$ cat src/rtl/mdu_pkg.sv
// mdu_pkg: shared op/state encodings and default datapath width for the HI/LO multiply-divide unit.
package mdu_pkg;
   localparam int MDU_WIDTH = 32;
   localparam logic [1:0] MDU_MULT  = 2'b00;
   localparam logic [1:0] MDU_MULTU = 2'b01;
   localparam logic [1:0] MDU_DIV   = 2'b10;
   localparam logic [1:0] MDU_DIVU  = 2'b11;
   typedef enum logic [1:0] {S_IDLE, S_CALC, S_FIX} mdu_state_e;
endpackage

$ cat src/rtl/mdu_hilo_if.sv
// mdu_hilo_if: core-to-MDU request bus plus busy/done status and the HI/LO read ports.
interface mdu_hilo_if import mdu_pkg::*; #(parameter int WIDTH = MDU_WIDTH);
   logic             start;
   logic [1:0]       op;
   logic [WIDTH-1:0] src_a;
   logic [WIDTH-1:0] src_b;
   logic             mthi;
   logic             mtlo;
   logic             busy;
   logic             done;
   logic [WIDTH-1:0] hi;
   logic [WIDTH-1:0] lo;
   modport master (output start, op, src_a, src_b, mthi, mtlo, input busy, done, hi, lo);
   modport slave (input start, op, src_a, src_b, mthi, mtlo, output busy, done, hi, lo);
endinterface

$ cat src/rtl/mdu_abs_neg.sv
// mdu_abs_neg: conditional two's-complement, used for operand magnitudes and signed result correction.
module mdu_abs_neg #(parameter int WIDTH = 32) (
   input  logic [WIDTH-1:0] in_v,
   input  logic             neg,
   output logic [WIDTH-1:0] out_v
);
   assign out_v = neg ? -in_v : in_v;
endmodule

$ cat src/rtl/mdu_hilo.sv
// mdu_hilo: iterative MULT/MULTU/DIV/DIVU unit owning the HI/LO registers, WIDTH+1 cycle latency.
// Define MDU_ABORT_EN to add an abort input that flushes an in-flight operation.
module mdu_hilo import mdu_pkg::*; #(parameter int WIDTH = MDU_WIDTH) (
   input logic clk,
   input logic rst_n,
`ifdef MDU_ABORT_EN
   input logic abort,
`endif
   mdu_hilo_if.slave bus
);
   localparam int CW = $clog2(WIDTH);
   mdu_state_e state_q, state_d;
   logic [CW-1:0] cnt_q, cnt_d;
   logic [1:0] op_q, op_d;
   logic [WIDTH-1:0] b_q, b_d, rem_q, rem_d, quo_q, quo_d, hi_q, hi_d, lo_q, lo_d;
   logic negq_q, negq_d, negr_q, negr_d, dz_q, dz_d, busy_q, busy_d, done_q, done_d;
   logic [WIDTH-1:0] abs_a, abs_b, quo_fix, rem_fix;
   logic [2*WIDTH-1:0] prod_fix;
   logic [WIDTH:0] mul_sum, div_trial;
   logic div_ok, sgn, kill;
   assign sgn = !op_q[0];
   mdu_abs_neg #(WIDTH) u_abs_a (.in_v(bus.src_a), .neg(!bus.op[0] && bus.src_a[WIDTH-1]), .out_v(abs_a));
   mdu_abs_neg #(WIDTH) u_abs_b (.in_v(bus.src_b), .neg(!bus.op[0] && bus.src_b[WIDTH-1]), .out_v(abs_b));
   mdu_abs_neg #(WIDTH) u_fix_q (.in_v(quo_q), .neg(sgn && negq_q), .out_v(quo_fix));
   mdu_abs_neg #(WIDTH) u_fix_r (.in_v(rem_q), .neg(sgn && negr_q), .out_v(rem_fix));
   mdu_abs_neg #(2*WIDTH) u_fix_p (.in_v({rem_q, quo_q}), .neg(sgn && negq_q), .out_v(prod_fix));
   // Multiply keeps {rem,quo} as the product shifting right; divide shifts the dividend out of quo.
   assign mul_sum = {1'b0, rem_q} + {1'b0, quo_q[0] ? b_q : '0};
   assign div_trial = {rem_q, quo_q[WIDTH-1]} - {1'b0, b_q};
   assign div_ok = !div_trial[WIDTH];
`ifdef MDU_ABORT_EN
   assign kill = abort && state_q != S_IDLE;
`else
   assign kill = 1'b0;
`endif
   always_comb begin
      state_d = state_q;
      cnt_d = cnt_q;
      op_d = op_q;
      b_d = b_q;
      rem_d = rem_q;
      quo_d = quo_q;
      negq_d = negq_q;
      negr_d = negr_q;
      dz_d = dz_q;
      hi_d = hi_q;
      lo_d = lo_q;
      done_d = 1'b0;
      case (state_q)
         S_IDLE: if (bus.start) begin
            state_d = S_CALC;
            cnt_d = CW'(WIDTH-1);
            op_d = bus.op;
            quo_d = abs_a;
            b_d = abs_b;
            rem_d = '0;
            negq_d = bus.src_a[WIDTH-1] ^ bus.src_b[WIDTH-1];
            negr_d = bus.src_a[WIDTH-1];
            dz_d = bus.src_b == '0;
         end else begin
            hi_d = bus.mthi ? bus.src_a : hi_q;
            lo_d = bus.mtlo ? bus.src_a : lo_q;
         end
         S_CALC: begin
            rem_d = op_q[1] ? (div_ok ? div_trial[WIDTH-1:0] : {rem_q[WIDTH-2:0], quo_q[WIDTH-1]}) : mul_sum[WIDTH:1];
            quo_d = op_q[1] ? {quo_q[WIDTH-2:0], div_ok} : {mul_sum[0], quo_q[WIDTH-1:1]};
            cnt_d = cnt_q - CW'(1);
            state_d = cnt_q == '0 ? S_FIX : S_CALC;
         end
         S_FIX: begin
            hi_d = op_q[1] ? rem_fix : prod_fix[2*WIDTH-1:WIDTH];
            lo_d = op_q[1] ? (dz_q ? '1 : quo_fix) : prod_fix[WIDTH-1:0];
            state_d = S_IDLE;
            done_d = 1'b1;
         end
         default: state_d = S_IDLE;
      endcase
      if (kill) begin
         state_d = S_IDLE;
         hi_d = hi_q;
         lo_d = lo_q;
         done_d = 1'b0;
      end
      busy_d = state_d != S_IDLE;
   end
   always_ff @(posedge clk) begin
      if (!rst_n) begin
         state_q <= S_IDLE;
         cnt_q <= '0;
         op_q <= '0;
         b_q <= '0;
         rem_q <= '0;
         quo_q <= '0;
         negq_q <= 1'b0;
         negr_q <= 1'b0;
         dz_q <= 1'b0;
         hi_q <= '0;
         lo_q <= '0;
         busy_q <= 1'b0;
         done_q <= 1'b0;
      end else begin
         state_q <= state_d;
         cnt_q <= cnt_d;
         op_q <= op_d;
         b_q <= b_d;
         rem_q <= rem_d;
         quo_q <= quo_d;
         negq_q <= negq_d;
         negr_q <= negr_d;
         dz_q <= dz_d;
         hi_q <= hi_d;
         lo_q <= lo_d;
         busy_q <= busy_d;
         done_q <= done_d;
      end
   end
   assign bus.busy = busy_q;
   assign bus.done = done_q;
   assign bus.hi = hi_q;
   assign bus.lo = lo_q;
endmodule
$ cat src/flat_wrapper.sv
// flat-port wrapper written by rule: the top's interface ports become plain ports
module mdu_hilo_flat import mdu_pkg::*;
#(parameter int WIDTH = MDU_WIDTH)
  (clk, rst_n, bus_start, bus_op, bus_src_a, bus_src_b, bus_mthi, bus_mtlo, bus_busy, bus_done, bus_hi, bus_lo);
  mdu_hilo_if #(.WIDTH(WIDTH)) bus_i ();
  input logic clk;
  input logic rst_n;
  input wire logic [$bits(bus_i.start)-1:0] bus_start;
  input wire logic [$bits(bus_i.op)-1:0] bus_op;
  input wire logic [$bits(bus_i.src_a)-1:0] bus_src_a;
  input wire logic [$bits(bus_i.src_b)-1:0] bus_src_b;
  input wire logic [$bits(bus_i.mthi)-1:0] bus_mthi;
  input wire logic [$bits(bus_i.mtlo)-1:0] bus_mtlo;
  output wire logic [$bits(bus_i.busy)-1:0] bus_busy;
  output wire logic [$bits(bus_i.done)-1:0] bus_done;
  output wire logic [$bits(bus_i.hi)-1:0] bus_hi;
  output wire logic [$bits(bus_i.lo)-1:0] bus_lo;
  assign bus_i.start = bus_start;
  assign bus_i.op = bus_op;
  assign bus_i.src_a = bus_src_a;
  assign bus_i.src_b = bus_src_b;
  assign bus_i.mthi = bus_mthi;
  assign bus_i.mtlo = bus_mtlo;
  assign bus_busy = bus_i.busy;
  assign bus_done = bus_i.done;
  assign bus_hi = bus_i.hi;
  assign bus_lo = bus_i.lo;
  mdu_hilo #(.WIDTH(WIDTH)) u_core (.clk(clk), .rst_n(rst_n), .bus(bus_i));
endmodule
$ cat config.mk
export PLATFORM = sky130hd
export DESIGN_NAME = mdu_hilo_flat
export DESIGN_NICKNAME = d
export VERILOG_FILES = /design/src/rtl/mdu_pkg.sv /design/src/rtl/mdu_hilo_if.sv /design/src/rtl/mdu_abs_neg.sv /design/src/rtl/mdu_hilo.sv /design/src/flat_wrapper.sv
export SDC_FILE = /design/constraint.sdc
export NUM_CORES = 1
export LEC_CHECK = 0
export BUFFER_PORTS_ARGS = -buffer_cell sky130_fd_sc_hd__buf_2
export CAP_MARGIN = 20
export CORE_MARGIN = 2
export CORE_UTILIZATION = 40
export CTS_CLUSTER_SIZE = 8
export DETAILED_ROUTE_END_ITERATION = 10
export GPL_ROUTABILITY_DRIVEN = 1
export PLACE_DENSITY = 0.62
export SETUP_SLACK_MARGIN = 0.15
export SYNTH_ARGS = -nofsm -noshare
export SYNTH_HDL_FRONTEND = slang
export SYNTH_SLANG_ARGS = --single-unit
$ cat constraint.sdc
create_clock -name clk -period 4.3 [get_ports clk]
set_input_delay 0.215 -clock clk [delete_from_list [all_inputs] [get_ports clk]]
set_output_delay 0.215 -clock clk [all_outputs]
set_load 0.05 [all_outputs]
After elaboration in Yosys (flattened, before gate mapping)

Cells that the tools add are included.

Output and inout bits: 66
Flip-flop bits (word level): 174
Word-level logic and storage cells: 73

Muxes and demuxes: 28
Equal/unequal tests: 6
Reductions and logical operators: 17
$add $sub $neg: 8
Bitwise operators: 1

Operators by type and width:

| operator              | number |
|---|---|
| $mux W32              | 17 |
| $pmux W32 S2          | 4 |
| $neg A32 Y32          | 4 |
| $mux W64              | 1 |
| $neg A64 Y64          | 1 |
| $add A32 B32 Y33      | 1 |
| $sub A33 B32 Y33      | 1 |
| $logic_not A32 Y1     | 1 |
| $pmux W5 S2           | 1 |
| $ne A2 B2 Y1 const B  | 4 |
| $reduce_and A3 Y1     | 2 |
| $reduce_bool A2 Y1    | 3 |
| $logic_not A5 Y1      | 1 |
| $mux W5               | 1 |
| $sub A5 B1 Y5 const B | 1 |
| $logic_and A1 B1 Y1   | 4 |
| $mux W2               | 2 |
| $pmux W2 S2           | 1 |
| $reduce_and A2 Y1     | 2 |
| $logic_not A1 Y1      | 3 |
| $eq A2 B1 Y1 const B  | 1 |
| $eq A2 B2 Y1 const B  | 1 |
| $logic_not A2 Y1      | 1 |
| $mux W1               | 1 |
| $xor A1 B1 Y1         | 1 |

Depth between registers and ports, before layout

Gate-level depths: netlist of the first run.

Depth after elaboration: 6
Depth in mapped cells: 14
Depth with buffers taken out: 13

Hierarchy

From an unflattened synthesis of the first run, not the netlist that was laid out.

Cell total of the unflattened synthesis: 2124
Area, all modules: 16146.7 µm²

Modules (own cells, without submodules):

| module                            | cells each | area an instance (µm²) | times used |
|---|---|---|---|
| mdu_hilo                          | 1494       | 11624.9                | 1 |
| mdu_abs_neg at u_core.u_abs_a ... | 108        | 767.0                  | 4 |
| mdu_abs_neg at u_core.u_fix_p     | 198        | 1453.9                 | 1 |

Least setup slack after synthesis of the first run

OpenSTA, ideal clock, no wires.

Path type: register to register
Start point: register u_core.rem_q[0]
End point: register u_core.rem_q[2]
Setup slack: 1.128 ns
Cell stages (with the launch flop): 14
Data required time: 4.177 ns
Data arrival time: 3.049 ns
Clock period less this slack: 3.172 ns
Cells stage by stage: dfxtp_1 -> inv_1 -> fa_1 -> nand2b_1 -> a21oi_1 -> o21bai_1 -> o21ba_2 -> o31ai_2 -> a311o_1 -> buf_2 -> nand2_2 -> buf_2 -> a31oi_1 -> o21ai_1

Word-level cells in the longest chain between the ends: 4
Elaborated cells on any way between the ends: 5

RTL lines:

| element                | line            | source |
|---|---|---|
| from (decl)            | mdu_hilo.sv:15  | `logic [WIDTH-1:0] b_q, b_d, rem_q, rem_d, quo_q, quo_d, hi_q, hi_d, lo_q, lo_d;` |
| from (signal assigned) | mdu_hilo.sv:106 | `rem_q <= rem_d;` |
| $sub A33 B32 Y33       | mdu_hilo.sv:29  | `assign div_trial = {rem_q, quo_q[WIDTH-1]} - {1'b0, b_q};` |
| $mux W32               | mdu_hilo.sv:65  | `rem_d = op_q[1] ? (div_ok ? div_trial[WIDTH-1:0] : {rem_q[WIDTH-2:0], quo_q[WIDTH-1]}) : mul_sum[WIDTH:1];` |
| $mux W32 *             | mdu_hilo.sv:65  |  |
| $pmux W32 S2 *         | mdu_hilo.sv:49  | `case (state_q)` |

Mark *: on every way between the ends. The rest lies on a longest branch, timed or not.
A chain may end at the register's enable or synchronous reset.

Final worst setup path of the first run

Start point: register u_core.rem_q[0]
End point: register u_core.rem_q[9]

Same word-level chain as after synthesis.

==> metrics.md, run 1 <==
| Metric | Value |
|---|---|
| Count leader, synth | `nor2_1` |
| Die height | `189 microns` |
| Initial antenna violation count | `0` |
| DR WL met2 | `23,400 microns` |
| Fillcell total | `3,470` |
| Clock-pin transition on the worst setup and hold timing paths | `0.08 ns` |
| CTS H-tree lvls | `4` |
| Crit-path max FO | `16` |
| Synth warn | `0` |
| CP startpoint kind | `register` |
| Largest net degree at the start of global routing | `62` |
| Post-synth top area share | `25.4%` |
| Placed cell count | `2,312` |
| Crit path depth | `12` |
| Hpwl dp | `37,800 microns` |
| DRT Pass-1 Iters | `5` |
| Max_slew headroom | `29.0%` |
| Total negative slack | `0 ns` |
| Primary FF master, synth | `dfxtp_1` |
| Top cells by count, synth | `nor2_1, a21oi_1, dfxtp_1` |
| Peak VDD IR | `0.289 mV` |
| Number of diodes | `0` |
| Crit end category | `register` |
| Post-synthesis cell type count | `79` |
| Share of cells above drive strength 1 | `15.0%` |
| Register area share after synthesis | `25.4%` |
| Fin crit period | `3.81 ns` |
| Final cell count without fillers | `2,343` |
| Clock Sinks | `174` |
| Buf/Inv on CP | `2` |
| Setup CP Type | `reg -> reg` |
| Leakage | `0.00627 uW` |
| Highest routed layer | `met4` |
| # port buffers | `136` |
| RSZ-0062 raised after global routing | `no` |
| Syn Area/Cell | `7.63 sq um` |
| Post-Place Setup Slack | `0.357 ns` |
| Area growth, synth to finish | `12.9%` |
| Worst r2r path cells | `12` |
| EDFF count, synth | `0` |
| Core area | `0.0337 sq mm` |
| Met1 Wirelength | `21,200 microns` |
| Final setup margin | `0.491 ns` |
| CP delay by family, top | `compound AO/OA/AOI/OAI gates` |
| CTS tree | `yes` |
| Num CTS Buffers | `17` |
| Syn Nets | `1,942` |
| Post-route ant nets | `0` |
| Min-Delay Path Class | `in -> reg` |
| Vias per inst | `6.10` |
| Overflow after GRT | `0` |
| Final-stage net count | `2,025` |
| Drt initial violations | `1,295` |
| Vias in the first global route | `13.3k` |
| Fmax | `263 MHz` |
| Final Slew Violations | `0` |
| Synthesized netlist cell count | `1,800` |
| IO Pins | `137` |
| Clock root buffer | `clkbuf_16` |
| Worst EP required | `4.59 ns` |
| Met3 wire len | `3510 microns` |
| Final WL | `49,400 microns` |
| Seq cells post-synth | `174` |
| Crit path cell chain | `inv_1 -> fa_1 -> nand2b_1 -> a21oi_1 -> o21bai_1 -> o21ba_2 -> o31ai_2 -> a2bb2oi_2 -> nand2_4 -> buf_12 -> mux2i_1 -> o221ai_1` |
| Post CTS Setup Buffer Count | `0` |
| WP data arrival | `4.09 ns` |
| Total GRT Usage | `26.7%` |
| Cell area after synthesis | `0.0137 sq mm` |
| Synth area leader | `dfxtp_1` |
| Hold Fails Final Rpt | `0` |
| Synth area leaders | `dfxtp_1, a21oi_1, ha_1, xnor2_1, nor2_1` |
| Hold Path Stages | `3` |
| CTS Buffer Depth | `2` |
| Final worst path period share | `88.6%` |
| Ys async rst share | `0%` |
| Die area | `0.0358 sq mm` |
| Status | `completed` |
| Skew final | `0.0144 ns` |
| DRC viols | `0` |
| Max_cap viols | `0` |
| Via Count | `14.3k` |
| Chip Width | `189 microns` |
| First-pass GRT wire length | `75,900 microns` |
| CP peak stage delay | `0.55 ns` |
| Worst path slowest cell | `o31ai_2` |
| Wire length per cell | `21.1 microns` |
| RePlAce Congestion | `1.01` |
| Initial Util | `40.8%` |
| Final setup viols | `0` |
| Worst Max-Slew Pin Slew | `1.06 ns` |
| FP Rows | `67` |
| Clk_lat worst skew | `0.45 ns` |
| Power Dens Cells | `336 mW/mm^2` |
==> timing repair <==
action / 4_1_cts / 5_1_grt
hold buffers: 0 / 0
setup endpoints to repair: 0 / 11
gates resized for setup: 0 / 2
==> power breakdown <==
group          switching (uW)  total [uW]  internal [uW]
clock network             763        1610            848
registers                 147        1880           1730
logic                    1090        1720            631
total                    2000        5210           3210
==> flip-flops by register name (all words and copies together), names as in the netlist, 2 cells and up <==
name	count
u_core.bus.lo	32
u_core.state_q	2
u_core.op_q	2
u_core.rem_q	32
u_core.cnt_q	5
u_core.quo_q	32
u_core.bus.hi	32
u_core.b_q	32
==> layout make-up <==
| cell class | instances | area (sq um) | area share, % |
|---|---|---|---|
| Clock buffer | 20 | 457 | 2.94 |
| Clock inverter | 11 | 125 | 0.806 |
| Inverter | 62 | 234 | 1.51 |
| Multi-Input combinational cell | 1443 | 9580 | 61.7 |
| Sequential cell | 174 | 3480 | 22.5 |
| Tap cell | 448 | 561 | 3.61 |
| Timing Repair Buffer | 185 | 1070 | 6.92 |
==> path summary, 6_finish.rpt <==
check / slack (ns) / startpoint / endpoint
max: 0.49 / u_core.rem_q[0] / u_core.rem_q[9]
max reg2reg: 0.49 / u_core.rem_q[0] / u_core.rem_q[9]
min reg2reg: 0.46 / u_core.b_q[31] / u_core.b_q[31]
min: 0.006 / bus_op[1] / u_core.op_q[1]
==> cell usage in the layout (no fill, tap or decap), drive strengths merged, types with 12 or more instances in the layout <==
| master | netlist | final |
|---|---|---|
| nand3 | 27 | 27 |
| dfxtp | 174 | 174 |
| o221ai | 36 | 36 |
| nor3 | 38 | 38 |
| nor2b | 17 | 17 |
| ha | 69 | 69 |
| or4 | 12 | 12 |
| a31oi | 16 | 16 |
| o211ai | 13 | 13 |
| o31ai | 25 | 25 |
| a21oi | 188 | 188 |
| inv | 62 | 67 |
| buf | 19 | 185 |
| xnor2 | 92 | 92 |
| or3 | 21 | 21 |
| a211oi | 35 | 35 |
| clkbuf | 102 | 20 |
| nor2 | 209 | 209 |
| a21o | 18 | 18 |
| xor2 | 79 | 79 |
| a22oi | 55 | 55 |
| a222oi | 31 | 31 |
| o21ai | 131 | 131 |
| nand2b | 16 | 16 |
| mux2i | 19 | 19 |
| mux2 | 28 | 28 |
| nor4 | 18 | 18 |
| nand2 | 121 | 121 |
==> routing by layer <==
metal	track usage (%)	up-vias
li1	-	6830
met1	34.6	6749
met2	45.4	626
met3	3.99	78
met4	8.62	0
met5	0	-
==> logic make-up (layout without fill, tap and decap cells) <==
| group | after synthesis | in the layout | synth area share, % |
|---|---|---|---|
| mux | 47 | 47 | 3.68 |
| flops | 174 | 174 | 25.4 |
| fa+ha+maj | 71 | 71 | 6.58 |
| simple gates | 519 | 519 | 17.9 |
| buf+inv | 183 | 278 | 5.16 |
| compound gates | 635 | 635 | 30.4 |
| xor+xnor | 171 | 171 | 10.9 |
==> per-stage QoR <==
stage	hold WS [ns]	total power, uW	util (%)	cell area (sq um)
floorplan	0.351	3080	-	13700
global placement	0.440	3590	44.3	14900
detailed placement	0.445	3600	44.3	14900
CTS	0.000226	5190	46.0	15500
global route	0.0244	5440	46.0	15500
finish	0.00608	5210	46.0	15500
==> worst register-to-register path, stage by stage, from the launching register on <==
cell and delay (ns):
dfxtp_1 0.51, inv_1 0.16, fa_1 0.45, nand2b_1 0.19, a21oi_1 0.22, o21bai_1 0.19
o21ba_2 0.28, o31ai_2 0.55, a2bb2oi_2 0.29, nand2_4 0.27, buf_12 0.20, mux2i_1 0.21
o221ai_1 0.13
(Power assumes the default switching activity.)
==> inputs of run 2 (changes only) <==
--- a/config.mk
+++ b/config.mk
@@ -8,11 +8,11 @@
 export BUFFER_PORTS_ARGS = -buffer_cell sky130_fd_sc_hd__buf_2
 export CAP_MARGIN = 20
 export CORE_MARGIN = 2
-export CORE_UTILIZATION = 40
+export CORE_UTILIZATION = 45
 export CTS_CLUSTER_SIZE = 8
 export DETAILED_ROUTE_END_ITERATION = 10
 export GPL_ROUTABILITY_DRIVEN = 1
-export PLACE_DENSITY = 0.62
+export PLACE_DENSITY = 0.67
 export SETUP_SLACK_MARGIN = 0.15
 export SYNTH_ARGS = -nofsm -noshare
 export SYNTH_HDL_FRONTEND = slang
==> run 2 against run 1 <==
First-iteration DRC count grew 10%. Final cell count decreased by 2.7%. Total power is 0.12% lower. Register-to-register slack got worse by 0.06 ns. Critical endpoint unchanged. Highest routed layer unchanged.
==> metrics.md, run 2 (synthesized netlist as in run 1, its figures left out) <==
| Metric | Value |
|---|---|
| # port buffers | `136 (unchanged)` |
| Die height | `179 microns (was 189 microns)` |
| Share of cells above drive strength 1 | `14.7% (was 15.0%)` |
| CTS Buffer Depth | `2 (unchanged)` |
| Wire length per cell | `21.3 microns (was 21.1 microns)` |
| Chip Width | `179 microns (was 189 microns)` |
| Internal cell power | `3150 uW (was 3210 uW)` |
| Largest net degree at the start of global routing | `63 (was 62)` |
| Die area | `0.0319 sq mm (was 0.0358 sq mm)` |
| Worst EP required | `4.61 ns (was 4.59 ns)` |
| Final WL | `48,500 microns (was 49,400 microns)` |
| Crit end category | `register (unchanged)` |
| R2r setup slk | `0.43 ns (was 0.49 ns)` |
| Via Count | `14.5k (was 14.3k)` |
| Max_cap viols | `0 (unchanged)` |
| Clock Power Share | `30.8% (was 30.9%)` |
| Vias in the first global route | `13.5k (was 13.3k)` |
| Most frequent cells in the layout | `nor2_1, a21oi_1, dfxtp_1, buf_2, nand2_1 (unchanged)` |
| RePlAce Congestion | `1.01 (about the same)` |
| Num CTS Buffers | `17 (unchanged)` |
| Max_slew headroom | `35.4% (was 29.0%)` |
| Layout Utilization | `51.5% (was 46.0%)` |
| Total negative slack | `0 ns (unchanged)` |
| WP data arrival | `4.19 ns (was 4.09 ns)` |
| Area growth, synth to finish | `12.1% (was 12.9%)` |
| Skew final | `0.0201 ns (was 0.0144 ns)` |
| Final setup viols | `0 (unchanged)` |
| Initial Util | `46.0% (was 40.8%)` |
| PostCTS Resize Cnt | `0 (unchanged)` |
| Final worst path period share | `90.1% (was 88.6%)` |
| IO Pins | `137 (unchanged)` |
| Post-route ant nets | `0 (unchanged)` |
| RSZ-0062 raised after global routing | `no (unchanged)` |
| Hold Path Stages | `3 (unchanged)` |
| Sw Pwr | `2050 uW (was 2000 uW)` |
| Hold Fails Final Rpt | `0 (unchanged)` |
| FF-to-FF Start | `u_core.rem_q[0] (unchanged)` |
| Core area | `0.0299 sq mm (was 0.0337 sq mm)` |
| Clk_lat worst skew | `0.45 ns (about the same)` |
| Sequential power share | `36.1% (was 36.0%)` |
| Fin crit period | `3.87 ns (was 3.81 ns)` |
| Hold path start | `bus_op[1] (unchanged)` |
| Switch share | `39.4% (was 38.4%)` |
| Leakage | `0.00623 uW (was 0.00627 uW)` |
| Post CTS Setup Buffer Count | `0 (unchanged)` |
| Setup CP Type | `reg -> reg (unchanged)` |
| Peak VDD IR | `0.283 mV (was 0.289 mV)` |
| First-pass GRT wire length | `74,900 microns (was 75,900 microns)` |
| Hold path endpoint | `u_core.op_q[1] (unchanged)` |
| Min-Delay Path Class | `in -> reg (unchanged)` |
| Reg-to-Reg End | `u_core.rem_q[9] (unchanged)` |
| Total GRT Usage | `30.0% (was 26.7%)` |
| Clock root buffer | `clkbuf_16 (unchanged)` |
| Worst Max-Slew Pin Slew | `0.970 ns (was 1.06 ns)` |
| Worst r2r path cells | `13 (was 12)` |
| Overflow after GRT | `0 (unchanged)` |
| CTS H-tree lvls | `4 (unchanged)` |
| Initial antenna violation count | `0 (unchanged)` |
| Most common cell after layout, fill and taps aside | `nor2_1 (unchanged)` |
| Crit-path max FO | `16 (unchanged)` |
| Power Dens Cells | `338 mW/mm^2 (was 336 mW/mm^2)` |
| DRT Pass-1 Iters | `9 (was 5)` |
| Clock Sinks | `174 (unchanged)` |
| CP startpoint kind | `register (unchanged)` |
| Number of diodes | `0 (unchanged)` |
| Fmax | `258 MHz (was 263 MHz)` |
| FP Rows | `63 (was 67)` |
| Status | `completed (unchanged)` |
| Hpwl dp | `36,700 microns (was 37,800 microns)` |
| CTS tree | `yes (unchanged)` |
| Post-cts hold buffer count | `0 (unchanged)` |
| Drt initial violations | `1,429 (was 1,295)` |
| Final-stage net count | `2,018 (was 2,025)` |
| Gate power share | `33.1% (was 33.0%)` |
| Vias per inst | `6.36 (was 6.10)` |
| Final Slew Violations | `0 (unchanged)` |
| DRC viols | `0 (unchanged)` |
| Clock-pin transition on the worst setup and hold timing paths | `0.08 ns (about the same)` |
[run 2: cell count changes in the layout (fill, tap and decap cells not counted), sizes merged]
cell / before / now
bufinv: 1 / 0
buf: 185 / 178
clkinv: 4 / 7
clkbuf: 20 / 18
inv: 67 / 68
[run 2: power groups by stage]
stage | clock [uW] | sequential, uW | combinational (uW)
after CTS | 1620 | 1870 | 1690
after global routing | 1680 | 1900 | 1860
after global placement | 0 | 1910 | 1670
after floorplan | 0 | 1960 | 1120
final | 1600 | 1880 | 1720
after detailed placement | 0 | 1910 | 1690
[run 2: per-stage QoR]
stage | setup WS (ns) | hold slack (ns) | instance area [sq um] | power (uW) | cells
2_1_floorplan | 1.13 | 0.351 | 13700 | 3080 | 1800
3_3_place_gp | 0.665 | 0.437 | 14800 | 3580 | 2246
3_5_place_dp | 0.552 | 0.442 | 14800 | 3600 | 2246
4_1_cts | 0.524 | 0.0100 | 15400 | 5190 | 2278
5_1_grt | 0.256 | 0.0439 | 15400 | 5440 | 2279
6_report | 0.426 | 0.0188 | 15400 | 5200 | 2279
[run 2: cell type report]
| class | instances | area, sq um |
|---|---|---|
| Inverter | 62 | 234 |
| Timing Repair Buffer | 178 | 1020 |
| Sequential cell | 174 | 3480 |
| Tap cell | 390 | 488 |
| Clock inverter | 14 | 169 |
| Fill cell | 2977 | 14500 |
| Clock buffer | 18 | 429 |
| Multi-Input combinational cell | 1443 | 9570 |
[run 2: worst max path at each step]
stage | depth (start not counted) | endpoint | slack, ns | startpoint
after CTS | 13 | u_core.rem_q[9] | 0.52 | u_core.rem_q[0]
final | 13 | u_core.rem_q[9] | 0.43 | u_core.rem_q[0]
after floorplan | 13 | u_core.rem_q[2] | 1.13 | u_core.rem_q[0]
after global placement | 13 | u_core.rem_q[9] | 0.67 | u_core.rem_q[0]
after global routing | 13 | u_core.rem_q[9] | 0.26 | u_core.rem_q[0]
after detailed placement | 13 | u_core.rem_q[9] | 0.55 | u_core.rem_q[0]
[run 2: layer usage]
metal | global-route usage [%] | wire, microns
met5 | 0 | 0
met4 | 16.5 | 2610
met3 | 4.26 | 3350
met2 | 48.4 | 22000
met1 | 38.5 | 20500
[run 2: critical path: stages, from the launching register on]
cell and delay, ns:
dfxtp_1 0.51, inv_1 0.17, fa_1 0.46, nand2b_1 0.19, a21oi_1 0.14, buf_4 0.15
o21bai_1 0.12, o21ba_2 0.26, o31ai_2 0.53, a311o_1 0.31, nand2_2 0.33, buf_12 0.29
mux2i_1 0.16, o221ai_1 0.12
